File: config.mk
export PLATFORM = sky130hd
export DESIGN_NAME = car_state_encoder
export DESIGN_NICKNAME = d
export VERILOG_FILES = /design/src/rtl/car_state_encoder.sv
export SDC_FILE = /design/constraint.sdc
export NUM_CORES = 1
export LEC_CHECK = 0
export CAP_MARGIN = 40
export CORE_ASPECT_RATIO = 2
export CORE_UTILIZATION = 45
export CTS_CLUSTER_DIAMETER = 40
export CTS_CLUSTER_SIZE = 24
export DETAILED_ROUTE_END_ITERATION = 12
export PLACE_DENSITY = 0.71
export RECOVER_POWER = 50
export SYNTH_ARGS = -nofsm -noshare
export SYNTH_HDL_FRONTEND = slang
export SYNTH_SLANG_ARGS = --single-unit
File: constraint.sdc
create_clock -name clk -period 2.9 [get_ports clk]
set_input_delay 0.58 -clock clk [delete_from_list [all_inputs] [get_ports clk]]
set_output_delay 0.58 -clock clk [all_outputs]
set_load 0.02 [all_outputs]
File: src/rtl/car_state_encoder.sv
`default_nettype none
// ---------------------------------------------------------------------------
// car_state_encoder: key sync/debounce + drive-mode FSM -> one-cold state code
// Revision: 1.0
// ---------------------------------------------------------------------------
module car_state_encoder #(
  parameter int DB_CNT       = 500_000,
  parameter int DB_W         = 20,
  parameter int TURN_TIMEOUT = 500_000_000,
  parameter int TO_W         = 30
) (
  input  logic       clk,
  input  logic       rst_n,
  input  logic [3:0] key_n,
  output logic [3:0] state_out,
  output logic       state_chg,
  output logic       key_reject
);

  typedef enum logic [2:0] {
    ST_STOP  = 3'd0,
    ST_GO    = 3'd1,
    ST_LEFT  = 3'd2,
    ST_RIGHT = 3'd3,
    ST_BACK  = 3'd4
  } state_t;

  localparam logic [DB_W-1:0] DB_LAST = DB_W'(DB_CNT - 1);
  localparam logic [TO_W-1:0] TO_LAST = TO_W'(TURN_TIMEOUT - 1);
  localparam bit              TO_EN   = (TURN_TIMEOUT != 0);

  logic [3:0] s1_q, s2_q, db_q, db_prev_q, db_d;
  logic [3:0] press;

  always_ff @(posedge clk or negedge rst_n) begin
    if (!rst_n) begin
      s1_q      <= 4'hF;
      s2_q      <= 4'hF;
      db_q      <= 4'hF;
      db_prev_q <= 4'hF;
    end else begin
      s1_q      <= key_n;
      s2_q      <= s1_q;
      db_q      <= db_d;
      db_prev_q <= db_q;
    end
  end

  for (genvar i = 0; i < 4; i++) begin : g_db
    logic [DB_W-1:0] cnt_q, cnt_d;
    logic            lvl_d;

    always_comb begin
      cnt_d = '0;
      lvl_d = db_q[i];
      if (s2_q[i] != db_q[i]) begin
        if (cnt_q == DB_LAST) lvl_d = s2_q[i];
        else                  cnt_d = cnt_q + 1'b1;
      end
    end

    always_ff @(posedge clk or negedge rst_n) begin
      if (!rst_n) cnt_q <= '0;
      else        cnt_q <= cnt_d;
    end

    assign db_d[i] = lvl_d;
  end

  // Falling debounced level only; releases are not events.
  assign press = db_prev_q & ~db_q;

  function automatic logic [3:0] encode(input state_t s);
    case (s)
      ST_GO:    return 4'b1110;
      ST_LEFT:  return 4'b1101;
      ST_RIGHT: return 4'b1011;
      ST_BACK:  return 4'b0111;
      default:  return 4'b1111;
    endcase
  endfunction

  state_t          state_q, state_d, base_q, base_d;
  logic [TO_W-1:0] to_q, to_d;
  logic [3:0]      out_q, out_d;
  logic            chg_q, chg_d, rej_q, rej_d;
  logic            in_turn;

  assign in_turn = (state_q == ST_LEFT) || (state_q == ST_RIGHT);

  always_comb begin
    state_d = state_q;
    base_d  = base_q;
    rej_d   = 1'b0;
    if ((press & (press - 4'd1)) != 4'd0) begin
      rej_d = 1'b1;
    end else if (press != 4'd0) begin
      // Exactly one event: a press always outranks a pending timeout.
      case (state_q)
        ST_STOP: begin
          if      (press[0]) state_d = ST_GO;
          else if (press[1]) state_d = ST_LEFT;
          else if (press[2]) state_d = ST_RIGHT;
          else               state_d = ST_BACK;
          base_d = ST_STOP;
        end
        ST_GO: begin
          if      (press[0]) state_d = ST_STOP;
          else if (press[1]) state_d = ST_LEFT;
          else if (press[2]) state_d = ST_RIGHT;
          else               rej_d   = 1'b1;
          if (press[1] || press[2]) base_d = ST_GO;
        end
        ST_LEFT: begin
          if      (press[1]) state_d = base_q;
          else if (press[2]) state_d = ST_RIGHT;
          else if (press[0]) state_d = ST_GO;
          else               rej_d   = 1'b1;
        end
        ST_RIGHT: begin
          if      (press[2]) state_d = base_q;
          else if (press[1]) state_d = ST_LEFT;
          else if (press[0]) state_d = ST_GO;
          else               rej_d   = 1'b1;
        end
        ST_BACK: begin
          if (press[3]) state_d = ST_STOP;
          else          rej_d   = 1'b1;
        end
        default: state_d = ST_STOP;
      endcase
    end else if (TO_EN && in_turn && (to_q == TO_LAST)) begin
      state_d = base_q;
    end

    chg_d = (state_d != state_q);
    if (chg_d || !((state_d == ST_LEFT) || (state_d == ST_RIGHT))) to_d = '0;
    else                                                            to_d = to_q + 1'b1;
    out_d = encode(state_d);
  end

  always_ff @(posedge clk or negedge rst_n) begin
    if (!rst_n) begin
      state_q <= ST_STOP;
      base_q  <= ST_STOP;
      to_q    <= '0;
      out_q   <= 4'b1111;
      chg_q   <= 1'b0;
      rej_q   <= 1'b0;
    end else begin
      state_q <= state_d;
      base_q  <= base_d;
      to_q    <= to_d;
      out_q   <= out_d;
      chg_q   <= chg_d;
      rej_q   <= rej_d;
    end
  end

  assign state_out  = out_q;
  assign state_chg  = chg_q;
  assign key_reject = rej_q;

endmodule
`default_nettype wire
==> summary.md <==
| Metric | Value |
|---|---|
| Final Hold Viols | `0` |
| Cell variety after synth | `51` |
| Setup violators final | `0` |
| Sequential share of power | `46.3%` |
| Global-route usage over all layers | `18.8%` |
| Crit-path cells | `nand2b_1 -> nor4_1 -> o31ai_2 -> a21oi_1 -> a311o_1 -> a211o_1 -> buf_12 -> o21bai_1` |
| TritonCTS clock tree | `built` |
| Worst Path Max Fanout | `31` |
| Clock Sinks | `136` |
| Cell family with most CP delay | `compound AO/OA/AOI/OAI gates` |
| HPWL Detailed | `8850 um` |
| Class of the most critical setup path | `flop to flop` |
| Final wirelength | `13,000 um` |
| Drt drc | `0` |
| Starting Density | `46.4%` |
| CP max stage cell | `dfstp_1` |
| Sw Share | `21.3%` |
| First-pass GRT wire length | `22,600 um` |
| Fin nets | `693` |
| Buf/Inv on CP | `1` |
| Synth Cell Area | `6730 um^2` |
| Clock Skews | `7.00 ps` |
| Clock power share | `51.5%` |
| Asr flop ratio synth | `100%` |
| Worst-Skew Late Latency | `420 ps` |
| Primary FF master, synth | `dfrtp_1` |
| Port bufs | `11` |
| Initial antenna violation count | `0` |
| Core footprint | `14,500 um^2` |
| Ys Warns | `0` |
| H-tree Lvls | `4` |
| Worst hold slack | `356 ps` |
| Synth Register Bits | `136` |
| R2R Setup Slk | `310 ps` |
| CTS Buf Count | `17` |
| Number of synthesized flops with an enable pin | `0` |
| Share of cells above drive strength 1 | `14.4%` |
| Net switching power | `0.000893 W` |
| Clock transition at path regs | `60 ps` |
| Comb power frac | `2.2%` |
| Post-CTS sizing | `0` |
| Routability cong. | `0.847` |
| Hold path endpoint | `s2_q[1]` |
| Cts hold-fix bufs | `0` |
| DR vias/cell | `5.36` |
| Clock Tree Buf Depth | `2` |
| Post-layout min period | `2590 ps` |
| Register area share after synthesis | `50.9%` |
| Avg Synthesized Cell Area | `10.1 um^2` |
| Post-CTS Setup Bufs | `0` |
| PD cells | `550 nW/um^2` |
| Type of element capturing the critical path | `flop` |
| Area of the die | `15,500 um^2` |
| Mapped Nets | `679` |
| Gr ovfl total | `0` |
| WHS Path Cells | `0` |
| CP Data Required Time | `3200 ps` |
| Final Core Density | `52.5%` |
| Max incr delay on CP | `590 ps` |
| RSZ-0062 raised after global routing | `no` |
| Crit path DAT | `2880 ps` |
| Dominant cell type by area after synthesis | `dfrtp_1` |
| Peak Freq | `0.387 GHz` |
| Outcome | `finished with violations` |
| Placed cell count | `855` |
| Fin. max-slew vios | `68` |
| R2R depth | `8` |
| Site row count | `62` |
| Peak supply drop | `0.357 mV` |
| Setup tns final | `0 ps` |
| Via count | `4,751` |
| # IOs | `12` |
| Final period utilization | `89.2%` |
| Hold_sp | `s1_q[1]` |
| Startpoint type of the worst setup path | `flop` |
| Vias in the first global route | `5,023` |
| Post-layout power | `0.00418 W` |
| Leak | `3.10 nW` |
| Slew HR | `-14.0%` |
| Number of DRC markers in iteration 0 | `306` |
| Die height | `175 um` |
| Root cell of the clock tree | `clkbuf_16` |
| Cell Int Power | `0.00329 W` |
| Die width | `88.5 um` |
| Reg-to-Reg End | `state_chg` |
| P&R area growth vs syn | `13.0%` |
| Maximum Capacitance Violations | `1` |
| Mapped Cells | `668` |
| Fin cells | `886` |
| Largest net degree at the start of global routing | `69` |
| HP Class | `flop to flop` |
| Worst r2r src | `db_q[2]` |
| Drt pass-1 iters | `4` |
| Area contributors post-synth | `dfrtp_1 43%, xor2_1 8.8%, dfstp_2 7.8%, nor2_1 6.0%, nor3_2 4.6%` |
| Least-Margin Pin Slew | `1710 ps` |
| Violated checks | `max-capacitance violations, max-slew violations` |
| Post-route ant nets | `0` |
| Antenna diode count | `0` |
| DR WL/cell | `14.6 um` |
| Top-area cell type share of the netlist area | `43.1%` |
## worst max path at each step
stage / startpoint / endpoint / cells after the start
6_report: db_q[2] / state_chg / 8
5_1_grt: db_q[2] / to_q[9] / 8
4_1_cts: db_prev_q[3] / to_q[9] / 8
3_5_place_dp: db_prev_q[3] / to_q[9] / 8
3_3_place_gp: db_prev_q[3] / state_chg / 8
2_1_floorplan: db_q[3] / to_q[10] / 9
## registers in the layout (all words and copies together), names as in the netlist
register	flops
s1_q	4
db_prev_q	4
state_q	3
s2_q	4
key_reject	1
base_q	1
db_q	4
state_out	4
g_db.cnt_q	80
to_q	30
state_chg	1
## cell type report
type	instances	area, um^2
fill	1314	6900
timing repair buffer	17	185
multi-input combinational	497	3120
clock buffer	19	433
inverter	13	48.8
sequential	136	3430
tap	192	240
clock inverter	12	154
## Yosys cell counts, types with 2 or more instances
library cell and n:
dfrtp_1 116, nor2_1 107, xor2_1 68, nand2_1 51, nand3_1 46, nor3_2 31
xnor2_1 31, nand4_1 25, dfstp_2 20, and3_1 18, o21ai_0 14, a21oi_1 13
inv_1 13, nor4_1 13, nor3_1 11, buf_2 10, or3_1 9, nor2b_1 7
and4_1 6, buf_6 5, clkbuf_1 5, ha_1 5, or2_2 5, mux2_2 4
nand2b_1 4, nor4b_1 4, mux2i_1 2, or4b_2 2
## layer usage
layer  global-route usage, %  wire, um  vias up
li1                        -         -     2316
met1                    20.2      5080     2347
met3                    3.78       265       25
met4                    9.14       348        0
met2                    33.8      7270       63
met5                       0         0        -
## placed cells by master (no fill, tap or decap), types with 13 or more instances in the layout
cell,Yosys,routed
o21ai_0,14,14
dfstp_2,20,16
clkbuf_16,0,17
a21oi_1,13,13
and3_1,18,18
xnor2_1,31,31
inv_1,13,13
nand4_1,25,25
nor2_1,107,107
dfrtp_1,116,116
nand2_1,51,51
nand3_1,46,46
nor4_1,13,13
xor2_1,68,68
nor3_2,31,31
## cell families (layout without fill, tap and decap cells)
| family | after synthesis | count (layout) | synth area share [%] |
|---|---|---|---|
| simple gates | 345 | 345 | 27.5 |
| flops | 136 | 136 | 50.9 |
| xor+xnor | 99 | 99 | 12.9 |
| compound gates | 41 | 41 | 3.88 |
| buf+inv | 35 | 61 | 2.75 |
| fa+ha+maj | 6 | 6 | 1.08 |
| mux | 6 | 6 | 0.966 |
## metrics by stage
stage                     setup slack (ps)  area (um^2)
after global routing                   129         7610
after floorplan                        721         6730
after detailed placement               248         7030
final                                  314         7610
after CTS                              227         7620
after global placement                 329         7030
## power by group through the flow
stage	combinational, W	clock (W)	sequential [W]
6_report	0.0000906	0.00215	0.00194
5_1_grt	0.000107	0.00227	0.00194
4_1_cts	0.0000973	0.00221	0.00194
3_5_place_dp	0.0000973	0	0.00197
3_3_place_gp	0.0000932	0	0.00197
2_1_floorplan	0.0000415	0	0.00197
No activity file was read; power rests on OpenSTA's default activity.
